$ cat src/rtl/ula_fl_seq.sv
// ula_fl_seq: multicycle float ALU for the {s, e, m} format, value = (-1)^s * m * 2^e.
// Single-cycle ops finish on the accept edge. DIV runs a restoring divider that
// produces one quotient bit per cycle. Results are normalized and their exponent
// saturated, and ovf/unf/dz are sticky.
module ula_fl_seq #(
  parameter int EXP = 8,
  parameter int MAN = 23,
  parameter int ADD = 1,
  parameter int MLT = 1,
  parameter int DIV = 1,
  parameter int CMP = 1,
  parameter int NEG = 1,
  parameter int ABS = 1
) (
  input  logic             clk,
  input  logic             rst,
  input  logic             start,
  input  logic [3:0]       op,
  input  logic [MAN+EXP:0] in1,
  input  logic [MAN+EXP:0] in2,
  input  logic             clr_flags,
  output logic             busy,
  output logic             done,
  output logic [MAN+EXP:0] out,
  output logic             ovf,
  output logic             unf,
  output logic             dz
);
  localparam int W  = MAN + EXP + 1;
  localparam int EW = EXP + 2;
  localparam int CW = $clog2(MAN + 1);

  localparam logic [3:0] OP_NOP = 4'd0, OP_LOAD = 4'd1, OP_ADD = 4'd2, OP_MLT = 4'd3,
                         OP_DIV = 4'd4, OP_NEG = 4'd5, OP_LES = 4'd6, OP_EQU = 4'd7,
                         OP_INV = 4'd8, OP_AND = 4'd9, OP_GRE = 4'd10, OP_OR = 4'd11,
                         OP_ABS = 4'd12;

  localparam logic signed [EW-1:0] E_MAX = EW'((1 << (EXP - 1)) - 1);
  localparam logic signed [EW-1:0] E_MIN = EW'(-(1 << (EXP - 1)));
  localparam logic [W-1:0]   ZERO_W = {1'b0, 1'b1, {(EXP-1){1'b0}}, {MAN{1'b0}}};
  localparam logic [W+1:0]   RES_X  = {2'b00, {W{1'bx}}};

  typedef enum logic [1:0] {IDLE, DIVL, FIN} state_t;

  state_t            state_q, state_d;
  logic [CW-1:0]     cnt_q, cnt_d;
  logic [3:0]        op_q, op_d;
  logic [W-1:0]      a_q, a_d, b_q, b_d;
  logic [MAN:0]      rem_q, rem_d;
  logic [MAN-1:0]    dvd_q, dvd_d, quo_q, quo_d;
  logic [W-1:0]      out_q, out_d;
  logic              ovf_q, ovf_d, unf_q, unf_d, dz_q, dz_d;

  // Sign-extended exponent field of a word
  function automatic logic signed [EW-1:0] exp_of(input logic [W-1:0] x);
    return {{2{x[W-2]}}, x[W-2:MAN]};
  endfunction

  // Leading-zero normalize, then saturate; returns {ovf, unf, word}
  function automatic logic [W+1:0] norm_pack(input logic s, input logic signed [EW-1:0] e,
                                             input logic [MAN-1:0] m);
    int                     lz;
    logic [MAN-1:0]         mn;
    logic signed [EW-1:0]   en;
    lz = MAN;
    for (int i = 0; i < MAN; i++) if (m[i]) lz = MAN - 1 - i;
    mn = m << lz;
    en = e - EW'(lz);
    if (m == '0) return {2'b00, ZERO_W};
    if (en > E_MAX) return {2'b10, s, 1'b0, {(EXP-1){1'b1}}, {MAN{1'b1}}};
    if (en < E_MIN) return {2'b01, ZERO_W};
    return {2'b00, s, en[EXP-1:0], mn};
  endfunction

  logic [3:0]            sel_op;
  logic [W-1:0]          sel_a, sel_b;
  logic                  s1, s2, cbit, dz_ev, qbit;
  logic signed [EW-1:0]  e1, e2, ea;
  logic [EW-1:0]         sh;
  logic [MAN-1:0]        m1, m2, ma, mb, quo_nxt;
  logic signed [MAN+1:0] sa, sb, sum;
  logic [MAN+1:0]        asum;
  logic [2*MAN-1:0]      prod;
  logic [W-1:0]          cres;
  logic [W+1:0]          res;
  logic [MAN:0]          trial, rem_nxt;
  logic                  fin;
  logic                  unused_bits;

  assign unused_bits = ^{asum[MAN+1], asum[0], prod[MAN-1:0], rem_q[MAN]};

  // One restoring-divider step: shift in next dividend bit, subtract if it fits
  always_comb begin
    trial   = {rem_q[MAN-1:0], dvd_q[MAN-1]};
    qbit    = (trial >= {1'b0, b_q[MAN-1:0]});
    rem_nxt = qbit ? (trial - {1'b0, b_q[MAN-1:0]}) : trial;
    quo_nxt = {quo_q[MAN-2:0], qbit};
  end

  // Result unit: live operands while idle, latched operands while dividing
  always_comb begin
    sel_op = (state_q == IDLE) ? op  : op_q;
    sel_a  = (state_q == IDLE) ? in1 : a_q;
    sel_b  = (state_q == IDLE) ? in2 : b_q;
    s1 = sel_a[W-1];  e1 = exp_of(sel_a);  m1 = sel_a[MAN-1:0];
    s2 = sel_b[W-1];  e2 = exp_of(sel_b);  m2 = sel_b[MAN-1:0];
    if (e1 >= e2) begin
      sh = e1 - e2;  ea = e1;  ma = m1;        mb = m2 >> sh;
    end else begin
      sh = e2 - e1;  ea = e2;  ma = m1 >> sh;  mb = m2;
    end
    sa   = s1 ? -{2'b00, ma} : {2'b00, ma};
    sb   = s2 ? -{2'b00, mb} : {2'b00, mb};
    sum  = sa + sb;
    asum = sum[MAN+1] ? -sum : sum;
    prod = m1 * m2;
    case (sel_op)
      OP_LES:  cbit = (sa < sb);
      OP_GRE:  cbit = (sa > sb);
      OP_EQU:  cbit = (sel_a == sel_b);
      OP_INV:  cbit = ~sel_b[0];
      OP_AND:  cbit = sel_a[0] & sel_b[0];
      OP_OR:   cbit = sel_a[0] | sel_b[0];
      default: cbit = 1'b0;
    endcase
    cres  = {1'b0, {EXP{1'b0}}, 1'b1, {(MAN-2){1'b0}}, cbit};
    dz_ev = 1'b0;
    res   = RES_X;
    case (sel_op)
      OP_NOP:  res = norm_pack(s2, e2, m2);
      OP_LOAD: res = norm_pack(s1, e1, m1);
      OP_ADD:  if (ADD != 0) res = norm_pack(sum[MAN+1], ea + EW'(1), asum[MAN:1]);
      OP_MLT:  if (MLT != 0) res = norm_pack(s1 ^ s2, e1 + e2 + EW'(MAN), prod[2*MAN-1:MAN]);
      OP_DIV: begin
        if (DIV != 0) begin
          if (m2 == '0) begin
            res   = {2'b00, s1 ^ s2, 1'b0, {(EXP-1){1'b1}}, {MAN{1'b1}}};
            dz_ev = 1'b1;
          end else begin
            res = norm_pack(s1 ^ s2, e1 - e2 - EW'(MAN - 1), quo_nxt);
          end
        end
      end
      OP_NEG:  if (NEG != 0) res = norm_pack(~s2, e2, m2);
      OP_ABS:  if (ABS != 0) res = norm_pack(1'b0, e2, m2);
      OP_LES, OP_EQU, OP_INV, OP_AND, OP_GRE, OP_OR:
               if (CMP != 0) res = {2'b00, cres};
      default: res = RES_X;
    endcase
  end

  // Next-state, operand capture, divider sequencing and flag update
  always_comb begin
    state_d = state_q;
    cnt_d   = cnt_q;
    op_d    = op_q;
    a_d     = a_q;
    b_d     = b_q;
    rem_d   = rem_q;
    dvd_d   = dvd_q;
    quo_d   = quo_q;
    out_d   = out_q;
    fin     = 1'b0;
    case (state_q)
      IDLE: begin
        if (start) begin
          op_d  = op;
          a_d   = in1;
          b_d   = in2;
          cnt_d = '0;
          rem_d = {2'b00, in1[MAN-1:1]};
          dvd_d = {in1[0], {(MAN-1){1'b0}}};
          quo_d = '0;
          if (op == OP_DIV && DIV != 0 && in2[MAN-1:0] != '0) begin
            state_d = DIVL;
          end else begin
            state_d = FIN;
            fin     = 1'b1;
          end
        end
      end
      DIVL: begin
        rem_d = rem_nxt;
        dvd_d = dvd_q << 1;
        quo_d = quo_nxt;
        cnt_d = cnt_q + 1'b1;
        if (cnt_q == CW'(MAN - 1)) begin
          state_d = FIN;
          fin     = 1'b1;
        end
      end
      FIN:     state_d = IDLE;
      default: state_d = IDLE;
    endcase
    if (fin) out_d = res[W-1:0];
    ovf_d = (clr_flags ? 1'b0 : ovf_q) | (fin & res[W+1]);
    unf_d = (clr_flags ? 1'b0 : unf_q) | (fin & res[W]);
    dz_d  = (clr_flags ? 1'b0 : dz_q)  | (fin & dz_ev);
  end

  // Control state, result and flags; reset aborts any divide in flight
  always_ff @(posedge clk) begin
    if (rst) begin
      state_q <= IDLE;
      cnt_q   <= '0;
      out_q   <= ZERO_W;
      ovf_q   <= 1'b0;
      unf_q   <= 1'b0;
      dz_q    <= 1'b0;
    end else begin
      state_q <= state_d;
      cnt_q   <= cnt_d;
      out_q   <= out_d;
      ovf_q   <= ovf_d;
      unf_q   <= unf_d;
      dz_q    <= dz_d;
    end
  end

  // Latched operands and divider datapath registers
  always_ff @(posedge clk) begin
    op_q  <= op_d;
    a_q   <= a_d;
    b_q   <= b_d;
    rem_q <= rem_d;
    dvd_q <= dvd_d;
    quo_q <= quo_d;
  end

  assign busy = (state_q != IDLE);
  assign done = (state_q == FIN);
  assign out  = out_q;
  assign ovf  = ovf_q;
  assign unf  = unf_q;
  assign dz   = dz_q;
endmodule
$ cat config.mk
export PLATFORM = sky130hd
export DESIGN_NAME = ula_fl_seq
export DESIGN_NICKNAME = d
export VERILOG_FILES = /design/src/rtl/ula_fl_seq.sv
export SDC_FILE = /design/constraint.sdc
export NUM_CORES = 2
export LEC_CHECK = 0
export CAP_MARGIN = 10
export CORE_MARGIN = 4
export CORE_UTILIZATION = 25
export DETAILED_ROUTE_END_ITERATION = 8
export GPL_TIMING_DRIVEN = 0
export PLACE_DENSITY = 0.48
export SKIP_LAST_GASP = 1
export SLEW_MARGIN = 20
export SYNTH_ARGS = -nofsm -noshare
export SYNTH_HDL_FRONTEND = slang
export SYNTH_SLANG_ARGS = --single-unit
$ cat constraint.sdc
create_clock -name clk -period 16.5 [get_ports clk]
set_clock_uncertainty 0.15 [all_clocks]
set_input_delay 1.65 -clock clk [delete_from_list [all_inputs] [get_ports clk]]
set_output_delay 1.65 -clock clk [all_outputs]
set_load 0.005 [all_outputs]
==> qor.yml <==
status: "complete, no violations"
cp_common_cell: "fa_1"
min_path_type: "flip-flop to flip-flop"
synth.avg_cell_area_um2: 7.85
synthTopCellsByArea: "fa_1 (21%), ha_1 (9.7%), edfxtp_1 (8.0%)"
critical_path_class: "flip-flop to flip-flop"
critPathSlowestCell: "clkbuf_1"
root_buffer: "clkbuf_16"
io_pins: 109
cts_tree: "built"
remaining_drc_errors: 0
yosys-top-cells-count: "inv_1 (702), nand2_1 (663), nor2_1 (554)"
crit_required_ns: 16.75
die_x_um: 421
dieArea_um2: 177000
cp-start-kind: "flip-flop"
grt_overflow_total: 0
synth_cells: 5428
tightest_slew_ns: 1.25
coreArea_um2: 169000
synth_area_um2: 42600
drive_gt1_share_pct: 7.83
ant_nets: 0
synth.most_common_cell: "inv_1"
first_pass_iters: 6
routabilityCongestion: 0.960
fin_crit_sh_pct: 97.8
finalNetCount: 6420
reg2regPathDepth: 45
slowest_delay_ns: 0.74
hold_viol_final: 0
fmax_mhz: 61.9
ys_seq_area_share_pct: 10.0
regArea_um2: 4260
wl_per_cell_um: 25.7
drv_cap: 0
cts_buffer_depth: 2
multiInputGateArea_um2: 35100
hold_buffers: 0
arrival_ns: 16.39
numCtsBuffers: 17
clk-insertion-delay-late_ns: 0.53
final-max-slew-violation-count: 0
synth_warnings: 0
synthFlopType: "edfxtp_1"
hold_path_depth: 2
port_buffers: 107
slew_headroom_pct: 15.5
yosysTopAreaCellShare_pct: 21.1
grt_pass1_wl_um: 289000
dpl-instance-area_um2: 46700
post-dp-hpwl_um: 166000
synth-edff-count: 114
synthToLayoutAreaGrowth_pct: 12.9
fillers: 18442
syn-num-nets: 6281
wirelength_um: 201000
crit_path_end_kind: "flip-flop"
grt_pass1_vias: 41449
cts.clk_slew.worst_paths_ns: 0.07
initial_core_util_pct: 25.1
grt_use_total_pct: 22.2
grt_antenna_before_repair: 8
num_rows: 151
vias_per_cell: 5.40
cts_sinks: 156
h-tree-depth: 4
drt-initial-drc-count: 4574
async_flop_share_pct: 0
grt_max_degree: 47
synth_largest_area_cell: "fa_1"
die_y_um: 421
setup_viol: 0
ys_types: 118
fin_area_um2: 48100
cp_max_fo: 10
min_period_ns: 16.14
reg2reg_setup_slack_ns: 0.36
synth-seq-cells: 156
vias: 42118
-- registers in the layout (all words and copies together), names as in the netlist, 2 cells and up --
name / cells
state_q: 2
op_q: 4
a_q: 32
b_q: 32
quo_q: 22
rem_q: 23
out: 32
cnt_q: 5
-- per-stage QoR --
step	TNS (ns)	hold WS [ns]	util, %	instances	worst slack (ns)
floorplan	0	0.294	-	5428	2.49
global placement	-137.71	0.296	27.4	7753	-4.74
detailed placement	-138.16	0.301	27.5	7757	-4.70
CTS	0	0.312	28.1	7791	0.0201
global route	-0.0122	0.334	28.4	7799	-0.0122
finish	0	0.304	28.4	7801	0.356
-- critical path, delay by kind of cell (launching register included) --
kind	cells	cell delay (ns)
adders and majority gates	11	5.36
muxes	2	0.67
DFF	1	0.42
AOI/OAI and AO/OA	14	3.89
xor gates and xnor gates	1	0.27
and+or+nand+nor	7	1.78
buffers and inverters	10	3.42
-- path summary, 6_finish.rpt --
path                    from       to
setup / recovery  state_q[1]  out[15]
hold / removal           unf      unf
setup reg to reg  state_q[1]  out[15]
hold reg to reg          unf      unf
-- final cells by class --
class	instances	share of cell area [%]
Antenna cell	3	0.0156
Buffer	297	2.78
Clock buffer	17	0.884
Clock inverter	15	0.312
Inverter	732	5.78
Multi-Input combinational cell	4234	72.9
Sequential cell	156	8.86
Tap cell	2218	5.77
Timing Repair Buffer	129	2.69
-- kinds of logic after synthesis --
group	after synthesis	share of synthesized area (%)
fa+ha+maj	781	30.8
flops	156	10.0
mux	322	8.66
compound gates	1206	18.9
xor+xnor	175	3.67
simple gates	1750	18.6
buf+inv	1038	9.36
-- routing by layer --
metal | global-route usage, % | part of all wire [%] | vias up
met5 | 0 | 0.013 | -
met4 | 8.24 | 4.4 | 4
met3 | 4.06 | 7.6 | 315
met2 | 34.3 | 43 | 1802
met1 | 30.7 | 45 | 21065
li1 | - | - | 18932
-- layout by cell type (no fill, tap or decap), types with 28 or more instances in the layout --
cell type / count
and3_1: 31
o21ai_0: 216
a21oi_1: 316
o21bai_1: 34
nand3_1: 88
nand2_1: 661
inv_1: 699
clkdlybuf4s50_1: 107
edfxtp_1: 114
nand2b_1: 32
o22ai_1: 38
a21o_1: 59
clkbuf_2: 49
fa_1: 449
xor2_1: 46
clkbuf_1: 160
mux4_2: 33
a211oi_1: 42
and2_1: 41
mux2i_1: 208
buf_1: 28
ha_1: 329
nor3_1: 93
nor2_1: 549
mux2_2: 44
a31oi_1: 52
o211ai_1: 55
nor2b_1: 31
nand4_1: 38
buf_2: 38
a22oi_1: 30
dfxtp_1: 42
nor4_1: 32
xnor2_1: 118
-- repair_timing --
| action | in CTS | in global routing |
|---|---|---|
| buffers inserted | 4 | 14 |
| gates resized for setup | 125 | 120 |
| endpoints found under the hold margin | 0 | 0 |
| pin swaps | 2 | 5 |
| endpoints found under the setup margin | 34 | 33 |
Power is left out: the tool's default activity adds up to more than one toggle a clock period on the data nets, which glitch-free logic cannot reach.
